==> src/rtl/dma_copy.sv <==
// dma_copy: byte block-copy engine in front of a 256 x 8 data memory.
// Idle/done: core memory traffic passes straight through.
// Busy: the engine owns the port and moves one byte every two cycles, first a
// combinational read and then a clocked write.
// Optional feature macro: DMA_COPY_FILL_EN. When it is defined, the `fill` and
// `fill_val` ports are added, and a fill writes a constant byte every cycle.
module dma_copy (
  input  logic       clk,
  input  logic       reset,
  input  logic       start,
  input  logic [7:0] src,
  input  logic [7:0] dst,
  input  logic [7:0] len,
  input  logic [7:0] cpu_addr,
  input  logic [7:0] cpu_dat_in,
  input  logic       cpu_wr_en,
  input  logic [7:0] mem_dat_out,
`ifdef DMA_COPY_FILL_EN
  input  logic       fill,
  input  logic [7:0] fill_val,
`endif
  output logic [7:0] mem_addr,
  output logic [7:0] mem_dat_in,
  output logic       mem_wr_en,
  output logic       busy,
  output logic       done
);

  typedef enum logic [1:0] {IDLE, READ, WRITE, DONE} state_t;

  state_t     state, state_nxt;
  logic [7:0] src_r, dst_r, cnt, idx, data_buf;
  logic       wr_raw;
  logic       start_fill;
  logic       fill_mode;
  logic [7:0] fill_data;

`ifdef DMA_COPY_FILL_EN
  logic       fill_r;
  logic [7:0] fill_val_r;

  assign start_fill = fill;
  assign fill_mode  = fill_r;
  assign fill_data  = fill_val_r;

  // Fill request and fill byte are captured together with start.
  always_ff @(posedge clk) begin
    if (reset) begin
      fill_r     <= 1'b0;
      fill_val_r <= '0;
    end else if (state == IDLE && start) begin
      fill_r     <= fill;
      fill_val_r <= fill_val;
    end
  end
`else
  assign start_fill = 1'b0;
  assign fill_mode  = 1'b0;
  assign fill_data  = '0;
`endif

  // State register plus transfer bookkeeping (bases, remaining count, index, read buffer).
  always_ff @(posedge clk) begin
    if (reset) begin
      state    <= IDLE;
      src_r    <= '0;
      dst_r    <= '0;
      cnt      <= '0;
      idx      <= '0;
      data_buf <= '0;
    end else begin
      state <= state_nxt;
      case (state)
        IDLE: begin
          if (start) begin
            src_r <= src;
            dst_r <= dst;
            cnt   <= len;
            idx   <= '0;
          end
        end
        READ: data_buf <= mem_dat_out;
        WRITE: begin
          idx <= idx + 8'd1;
          cnt <= cnt - 8'd1;
        end
        default: ;
      endcase
    end
  end

  // Next-state logic and memory-port mux; reset gates the write enable so nothing is stored while in reset.
  always_comb begin
    state_nxt  = state;
    mem_addr   = cpu_addr;
    mem_dat_in = cpu_dat_in;
    wr_raw     = cpu_wr_en;
    busy       = 1'b0;
    done       = 1'b0;
    case (state)
      IDLE: begin
        if (start) begin
          if (len == 8'd0)     state_nxt = DONE;
          else if (start_fill) state_nxt = WRITE;
          else                 state_nxt = READ;
        end
      end
      READ: begin
        busy       = 1'b1;
        mem_addr   = src_r + idx;
        mem_dat_in = data_buf;
        wr_raw     = 1'b0;
        state_nxt  = WRITE;
      end
      WRITE: begin
        busy       = 1'b1;
        mem_addr   = dst_r + idx;
        mem_dat_in = fill_mode ? fill_data : data_buf;
        wr_raw     = 1'b1;
        if (cnt == 8'd1)    state_nxt = DONE;
        else if (fill_mode) state_nxt = WRITE;
        else                state_nxt = READ;
      end
      DONE: begin
        done      = 1'b1;
        state_nxt = IDLE;
      end
      default: state_nxt = IDLE;
    endcase
    mem_wr_en = wr_raw & ~reset;
  end

endmodule
==> config.mk <==
export PLATFORM = sky130hd
export DESIGN_NAME = dma_copy
export DESIGN_NICKNAME = d
export VERILOG_FILES = /design/src/rtl/dma_copy.sv
export SDC_FILE = /design/constraint.sdc
export NUM_CORES = 1
export LEC_CHECK = 0
export CAP_MARGIN = 20
export CORE_MARGIN = 4
export CORE_UTILIZATION = 43
export CTS_CLUSTER_SIZE = 16
export DETAILED_ROUTE_END_ITERATION = 7
export GPL_ROUTABILITY_DRIVEN = 0
export PLACE_DENSITY = 0.83
export SYNTH_ARGS = -nofsm -noshare
export SYNTH_HDL_FRONTEND = slang
export SYNTH_SLANG_ARGS = --single-unit
export TNS_END_PERCENT = 20
==> constraint.sdc <==
create_clock -name clk -period 2.9 [get_ports clk]
set_input_delay 0.29 -clock clk [delete_from_list [all_inputs] [get_ports clk]]
set_output_delay 0.29 -clock clk [all_outputs]
set_load 0.005 [all_outputs]
==> results of run 1 <==
[power by group]
| group | internal, mW | total (mW) | switching (mW) | leakage [nW] |
|---|---|---|---|---|
| registers | 0.626 | 0.671 | 0.0453 | 0.344 |
| clock network | 0.172 | 0.400 | 0.228 | 0.0408 |
| logic | 0.321 | 0.577 | 0.256 | 0.994 |
[how the worst max path moves through the flow]
stage | from | slack, ns | end
after floorplan | state[0] | 0.10 | mem_addr[4]
after global placement | state[0] | -0.13 | mem_addr[7]
after detailed placement | state[0] | -0.26 | mem_addr[7]
after CTS | state[0] | -0.1 | mem_addr[4]
after global routing | state[0] | -0.17 | mem_addr[7]
final | state[0] | -0.06 | mem_addr[4]
[routing by layer]
metal,global-route usage,vias to the layer above
met5,0,-
met2,0.321,108
li1,-,1202
met3,0.0550,24
met4,0.0833,0
met1,0.240,1132
[cell type report]
class | instances | share of cell area
Inverter | 6 | 0.00627
Sequential cell | 42 | 0.235
Timing Repair Buffer | 95 | 0.243
Multi-Input combinational cell | 227 | 0.465
Tap cell | 72 | 0.0251
Clock inverter | 3 | 0.00662
Clock buffer | 5 | 0.0192
[stage by stage]
step           hold WS (ns)  total power, mW  TNS, ns  instances  instance area, um2
2_1_floorplan         0.426            0.985        0        290                2500
3_3_place_gp          0.447             1.22   -0.415        437                3340
3_5_place_dp          0.453             1.24   -0.963        437                3340
4_1_cts               0.465             1.63   -0.203        447                3540
5_1_grt               0.489             1.74   -0.408        450                3590
6_report              0.462             1.65   -0.112        450                3590
[sequential cells by signal, indices dropped and copies added, names as in the netlist]
name      flops
cnt           8
data_buf      8
dst_r         8
idx           8
src_r         8
state         2
[what timing repair did]
action / CTS / global route
resized for setup: 33 / 18
setup endpoints to repair: 7 / 5
gates cloned: 1 / 0
hold buffers: 0 / 0
pin swaps: 4 / 9
buffers inserted: 1 / 3
[cells in the final DEF, fill, tap and decap left out, types with 2 or more instances in the layout]
cell type	n
sky130_fd_sc_hd__dlygate4sd2_1	2
sky130_fd_sc_hd__xnor2_1	4
sky130_fd_sc_hd__nor4_1	3
sky130_fd_sc_hd__a31oi_1	2
sky130_fd_sc_hd__nor2b_1	3
sky130_fd_sc_hd__a211oi_1	3
sky130_fd_sc_hd__or3_1	2
sky130_fd_sc_hd__nand3b_1	4
sky130_fd_sc_hd__dfxtp_2	2
sky130_fd_sc_hd__xor2_1	5
sky130_fd_sc_hd__clkdlybuf4s50_1	63
sky130_fd_sc_hd__ha_2	2
sky130_fd_sc_hd__mux2_4	5
sky130_fd_sc_hd__o21ai_1	3
sky130_fd_sc_hd__a21o_1	3
sky130_fd_sc_hd__buf_6	3
sky130_fd_sc_hd__mux2_2	16
sky130_fd_sc_hd__buf_4	23
sky130_fd_sc_hd__ha_1	7
sky130_fd_sc_hd__ha_4	6
sky130_fd_sc_hd__mux2i_1	10
sky130_fd_sc_hd__nand4_1	4
sky130_fd_sc_hd__nand2b_1	5
sky130_fd_sc_hd__clkbuf_8	5
sky130_fd_sc_hd__inv_1	5
sky130_fd_sc_hd__clkinvlp_4	2
sky130_fd_sc_hd__o21ai_0	6
sky130_fd_sc_hd__dfxtp_1	40
sky130_fd_sc_hd__nand2_1	40
sky130_fd_sc_hd__a21oi_2	2
sky130_fd_sc_hd__nor3_1	5
sky130_fd_sc_hd__nand3_1	3
sky130_fd_sc_hd__clkbuf_2	3
sky130_fd_sc_hd__a21oi_1	32
sky130_fd_sc_hd__nor2_1	26
[logic make-up after synthesis]
family	share of synthesized area
AO/OA/AOI/OAI	0.150
XOR/XNOR	0.0316
adder cells (fa/ha/maj)	0.0832
buffers and inverters	0.0476
flip-flops	0.337
multiplexers	0.140
AND/OR/NAND/NOR	0.210
[critical path: stages (launching register included)]
cell and delay, ns:
sky130_fd_sc_hd__dfxtp_2 0.34, sky130_fd_sc_hd__inv_2 0.05, sky130_fd_sc_hd__ha_4 0.16, sky130_fd_sc_hd__buf_6 0.13, sky130_fd_sc_hd__mux2_4 0.31, sky130_fd_sc_hd__ha_4 0.17
sky130_fd_sc_hd__fa_2 0.34, sky130_fd_sc_hd__a21oi_2 0.16, sky130_fd_sc_hd__buf_4 0.13, sky130_fd_sc_hd__o21bai_1 0.06, sky130_fd_sc_hd__xor2_1 0.14, sky130_fd_sc_hd__mux2_4 0.26
sky130_fd_sc_hd__buf_6 0.11
[synth_stat cells, types with 2 or more instances]
cell type | n | area share
sky130_fd_sc_hd__nand3b_1 | 4 | 0.012
sky130_fd_sc_hd__mux2i_1 | 10 | 0.040
sky130_fd_sc_hd__clkbuf_1 | 5 | 0.0075
sky130_fd_sc_hd__nor3_1 | 5 | 0.010
sky130_fd_sc_hd__a211oi_1 | 4 | 0.012
sky130_fd_sc_hd__or3_1 | 2 | 0.0050
sky130_fd_sc_hd__a31oi_1 | 2 | 0.0050
sky130_fd_sc_hd__dfxtp_1 | 42 | 0.34
sky130_fd_sc_hd__xor2_1 | 5 | 0.018
sky130_fd_sc_hd__nand4_1 | 4 | 0.010
sky130_fd_sc_hd__nand3_1 | 4 | 0.0080
sky130_fd_sc_hd__nor2_1 | 26 | 0.039
sky130_fd_sc_hd__buf_1 | 2 | 0.0030
sky130_fd_sc_hd__xnor2_1 | 4 | 0.014
sky130_fd_sc_hd__inv_1 | 6 | 0.0090
sky130_fd_sc_hd__a21o_1 | 3 | 0.0090
sky130_fd_sc_hd__ha_1 | 15 | 0.075
sky130_fd_sc_hd__clkbuf_8 | 2 | 0.011
sky130_fd_sc_hd__nor4_1 | 3 | 0.0075
sky130_fd_sc_hd__nor2b_1 | 3 | 0.0075
sky130_fd_sc_hd__o21ai_0 | 8 | 0.016
sky130_fd_sc_hd__mux2_2 | 21 | 0.095
sky130_fd_sc_hd__a21oi_1 | 35 | 0.070
sky130_fd_sc_hd__nand2_1 | 41 | 0.062
sky130_fd_sc_hd__buf_2 | 4 | 0.0080
sky130_fd_sc_hd__buf_6 | 2 | 0.0090
sky130_fd_sc_hd__nand2b_1 | 5 | 0.013
==> results by group, run 1 <==
Status
  – Run status: finished with violations
  – Violated checks: setup timing

Clocking
  – Clock Path Buffers: 2
  – Worst-skew pair later-pin latency: around 0.30 ns
  – Clock slew at the register clock pins of the worst setup and hold paths: approximately 0.09 ns
  – CTS tree: built
  – Number of clock sinks: between 40 and 50
  – Number of levels in the clock H-tree: 2
  – Clock buffer count from CTS: 5
  – Root buffer cell: sky130_fd_sc_hd__clkbuf_8

Drt
  – Wire length the detailed router placed on met1: a little under 3000 um
  – Total met2 wirelength after detailed routing: about 3400 um
  – Post-route ant nets: 0
  – Drt first pass iters: 4
  – Via density per instance: ~5.5
  – Wire length per cell: about 16 um
  – 1st-iter DRT viols: between 90 and 100
  – Top layer reached by signal wires: met4
  – Met3 wire length: ~480 um
  – Drt drc: 0
  – Vias after detailed routing: 2466
  – DRT Wirelength: a little over 7000 um

Final layout
  – Final core utilization: 0.645
  – Number of nets in the layout: 445
  – Storage cell area: 843 um2
  – Number of antenna cells inserted: 0
  – Footprint of the multi-input gates: approximately 1700 um2
  – Area added between synthesis and finish: 43.9%
  – Share of post-route cells with drive strength above 1: 0.217
  – Filler cells: 460

Worst setup path
  – Reg2reg start: state[1]
  – Critical path class: reg -> out
  – Peak fanout along the critical path: 5
  – Critical path required time: 2.61 ns
  – Reg-to-reg setup timing slack: 1.02 ns
  – R2r endpoint: idx[7]
  – Element type at the critical path end: primary output
  – Type of element launching the critical path: flop
  – Crit path arrival time: 2.67 ns
  – Number of cells on the worst reg-to-reg path: 7

Die
  – Die outline width: approximately 84 um
  – Floorplan core area: approximately 5600 um2
  – Num ports: 71
  – Die Outline Area: ~7100 um2
  – Initial core utilization: 0.448
  – Vertical die dimension: ~84 um
  – Total number of placement rows: 27

GRT
  – Vias in the first global route: roughly 2400
  – Leftover overflow at the end of global routing: 0
  – Overall fraction of global-route tracks in use: 0.196
  – First-pass GRT wire length: 11400 um
  – Number of antenna violations at the first check in global routing: 0
  – Maximum number of pins on one net before global-route repair: 38

Timing
  – Crit path setup slack, layout: -0.0564 ns
  – Share of the cycle needed by the critical path after routing: 1.02
  – Slew Viols, Final: 0
  – Worst Skew: 0.00841 ns
  – Relative slew slack: 0.638
  – Unrepaired setup endpoints after global routing: true
  – Max Freq: 338 MHz
  – Setup violation total in the final timing report: 2
  – Slew at the pin closest to its max-slew limit: between 0.5 and 0.6 ns
  – Final Hold Fails: 0
  – Tmin final: between 2 and 3 ns

Power
  – Worst supply voltage drop on vdd: approximately 290 uV
  – Leak pwr: 1.38 nW
  – Ratio of total power to cell area: ~460 nW/um2

Run
  – Count of maximum capacitance violations: 0

Min path
  – End point of the worst hold path: src_r[4]
  – Cell count of the worst hold path: 2
  – Type of the worst min-delay path: reg -> reg
  – Source of the worst hold timing path: src_r[4]

Synth
  – Count of cell types in the netlist: 50
  – Number of flip-flops and latches in the synthesized netlist: between 40 and 50
  – Number of synthesized flops with an enable pin: 0
  – Fraction of the yosys area taken by sequential cells: 0.337
  – Main flop type after synthesis: sky130_fd_sc_hd__dfxtp_1
  – Number of synthesis warnings: 0
  – Post-synthesis cell area: between 2000 and 2500 um2
  – Post-synthesis cell count: 290
  – Proportion of synthesized flip-flops having asynchronous set or reset: 0
  – Net Count, Synth: 358
  – Syn_area_per_cell: between 8 and 9 um2

Place
  – Placed wire-length estimate: 4950 um
  – Count of port buffers added during placement: 70
  – Worst slack, placed: -0.264 ns
Note: power is estimated with default switching activity, not from simulation.
==> run 2, diff against run 1 <==
CORE_UTILIZATION = 45   (was 43)
CTS_BUF_LIST = sky130_fd_sc_hd__clkbuf_8   (was unset)
CTS_CLUSTER_DIAMETER = 60   (was unset)
PLACE_DENSITY = 0.86   (was 0.83)
==> run 2 against run 1 <==
Effect of this change:
- the run still ends with setup timing left
- via count grew 1.1%
- sequential share of layout area shrank 0.12 points
- fmax shrank 2.2%
- routed wire length grew 4.7%
- power grew 0.48%
- final cell count shrank 0.22%
- non-clock buffer count grew 1
- core utilization grew 4.5 points
- sequential cell count is the same
- design area grew 0.52%
==> results by group, run 2 (synthesized netlist as in run 1, its figures left out) <==
Timing
  – Final Hold Fails: 0 (unchanged)
  – Share of the cycle needed by the critical path after routing: 1.04 (+0.0228)
  – Unrepaired setup endpoints after global routing: true
  – Setup violation total in the final timing report: 4 (+2)
  – Worst Skew: 0.00909 ns (+0.000678 ns)
  – Worst Hold Slack: 0.473 ns (+0.0111 ns)
  – Relative slew slack: 0.596 (-0.0418)
  – Crit path setup slack, layout: -0.123 ns (-0.0662 ns)
  – Slew Viols, Final: 0 (unchanged)
  – Tmin final: 3.02 ns (+0.0662 ns)
  – Slew at the pin closest to its max-slew limit: 0.594 ns (+0.0615 ns)
  – Max Freq: 331 MHz (-2.2%)

Drt
  – 1st-iter DRT viols: 182 (+98%)
  – Via density per instance: 5.55 (+1.3%)
  – Wire length per cell: 16.6 um (+5.0%)
  – Post-route ant nets: 0 (unchanged)
  – Vias after detailed routing: 2492 (+1.1%)
  – DRT Wirelength: 7460 um (+4.7%)
  – Drt drc: 0 (unchanged)
  – Drt first pass iters: 4 (unchanged)

Final layout
  – Number of nets in the layout: 446 (+0.22%)
  – Number of antenna cells inserted: 0 (unchanged)
  – Footprint of the multi-input gates: 1690 um2 (+1.2%)
  – Summed area of non-filler cells in the final layout: 3610 um2 (+0.52%)
  – Area added between synthesis and finish: 44.6%
  – Final core utilization: 0.690 (+0.0450)
  – Share of post-route cells with drive strength above 1: 0.216 (-0.000572)
  – Commonest cells after routing, fill and taps aside: sky130_fd_sc_hd__clkdlybuf4s50_1, sky130_fd_sc_hd__nand2_1, sky130_fd_sc_hd__dfxtp_1, sky130_fd_sc_hd__a21oi_1, sky130_fd_sc_hd__nor2_1
  – Filler cells: 401 (-13%)
  – Most common library cell in the layout ignoring fill and taps: sky130_fd_sc_hd__clkdlybuf4s50_1
  – Storage cell area: 843 um2 (unchanged)

Clocking
  – Number of levels in the clock H-tree: 2 (unchanged)
  – Root buffer cell: sky130_fd_sc_hd__clkbuf_8
  – CTS tree: built
  – Worst-skew pair later-pin latency: 0.31 ns (about the same)
  – Clock Path Buffers: 2 (unchanged)
  – Number of clock sinks: 42 (unchanged)
  – Clock buffer count from CTS: 5 (unchanged)
  – Clock slew at the register clock pins of the worst setup and hold paths: 0.09 ns (about the same)

Worst setup path
  – Peak fanout along the critical path: 7 (+2)
  – Critical path required time: 2.61 ns (about the same)
  – Element type at the critical path end: primary output
  – Reg-to-reg setup timing slack: 0.96 ns (-0.06 ns)
  – Type of element launching the critical path: flop
  – R2r endpoint: idx[7]
  – Crit path arrival time: 2.73 ns (+0.06 ns)
  – Reg2reg start: state[1]
  – Number of cells on the worst reg-to-reg path: 7 (unchanged)
  – Critical path class: reg -> out

Min path
  – Cell count of the worst hold path: 2 (unchanged)
  – Type of the worst min-delay path: reg -> reg
  – End point of the worst hold path: src_r[4]
  – Source of the worst hold timing path: src_r[4]

GRT
  – Vias in the first global route: 2529 (+3.3%)
  – Number of antenna violations at the first check in global routing: 0 (unchanged)
  – Overall fraction of global-route tracks in use: 0.224 (+0.0276)
  – First-pass GRT wire length: 11600 um (+1.4%)
  – Leftover overflow at the end of global routing: 0 (unchanged)
  – Maximum number of pins on one net before global-route repair: 38 (unchanged)

Power
  – Comb pwr share: 0.351 (about the same)
  – Ratio of total power to cell area: 458 nW/um2 (about the same)
  – Share of total power consumed by net switching: 0.324 (+0.00269)
  – Switching power: 0.536 mW (+1.3%)
  – Clock group share of total power: 0.243 (about the same)
  – Worst supply voltage drop on vdd: 358 uV (+23%)
  – Leak pwr: 1.39 nW (+0.88%)
  – Internal power consumption: 1.12 mW (about the same)
  – Part of the total power dissipated in sequential elements: 0.406 (about the same)

Die
  – Vertical die dimension: 82.5 um (-2.0%)
  – Die outline width: 82.5 um (-2.0%)
  – Total number of placement rows: 26 (-3.7%)
  – Num ports: 71 (unchanged)
  – Initial core utilization: 0.477 (+0.0288)
  – Die Outline Area: 6810 um2 (-4.0%)
  – Floorplan core area: 5240 um2 (-6.0%)

Status
  – Run status: finished with violations
  – Violated checks: setup timing

Place
  – Worst slack, placed: -0.237 ns (+0.0272 ns)
  – Count of port buffers added during placement: 70 (unchanged)
  – Placed wire-length estimate: 4830 um (-2.4%)
  – Dpl cell area: 3330 um2 (-0.30%)

Run
  – Count of maximum capacitance violations: 0 (unchanged)
-- run 2: timing repair --
item,4_1_cts,5_1_grt
resized for setup,36,12
buffers inserted,8,0
endpoints found under the setup margin,7,6
pin swaps,6,5
hold buffers,0,0
-- run 2: worst max-delay path by stage --
stage                   from          end  slack, ns  cells past startpoint
CTS                 state[0]  mem_addr[5]      -0.07                     11
floorplan           state[0]  mem_addr[4]       0.10                     11
global placement    state[0]  mem_addr[4]      -0.14                     11
global route        state[0]  mem_addr[6]      -0.14                     11
detailed placement  state[0]  mem_addr[4]      -0.24                     11
finish              state[0]  mem_addr[6]      -0.12                     11
-- run 2: power by group through the flow --
stage,combinational (mW),clock (mW),sequential (mW)
after CTS,0.570,0.404,0.669
after global routing,0.632,0.432,0.677
after detailed placement,0.556,0,0.680
after global placement,0.545,0,0.677
final,0.582,0.402,0.672
after floorplan,0.318,0,0.667
-- run 2: stage by stage --
step	TNS, ns	instances	total power, mW
6_report	-0.285	449	1.66
5_1_grt	-0.539	449	1.74
3_5_place_dp	-0.682	434	1.24
2_1_floorplan	0	290	0.985
3_3_place_gp	-0.419	434	1.22
4_1_cts	-0.132	449	1.64
-- run 2: cell type report --
| cell class | count | area share |
|---|---|---|
| timing repair buffer | 96 | 0.242 |
| tap | 70 | 0.0242 |
| sequential | 42 | 0.233 |
| inverter | 6 | 0.00623 |
| clock buffer | 5 | 0.0191 |
| clock inverter | 3 | 0.00658 |
| multi-input combinational | 227 | 0.468 |
-- run 2: worst max-delay path: stages (launching register included) --
cell and delay (ns):
sky130_fd_sc_hd__dfxtp_2 0.35, sky130_fd_sc_hd__inv_2 0.05, sky130_fd_sc_hd__ha_4 0.16, sky130_fd_sc_hd__buf_6 0.14, sky130_fd_sc_hd__mux2_4 0.33, sky130_fd_sc_hd__ha_4 0.18, sky130_fd_sc_hd__fa_2 0.38, sky130_fd_sc_hd__a21oi_4 0.16
sky130_fd_sc_hd__o21ai_1 0.13, sky130_fd_sc_hd__a21o_1 0.21, sky130_fd_sc_hd__nand4_1 0.09, sky130_fd_sc_hd__dlygate4sd2_1 0.26
-- run 2: per-layer routing --
layer	vias up	GRT usage	part of all wire
li1	1199	-	-
met1	1167	0.259	0.41
met2	101	0.383	0.48
met3	25	0.0629	0.069
met4	0	0.0980	0.040
met5	-	0	0
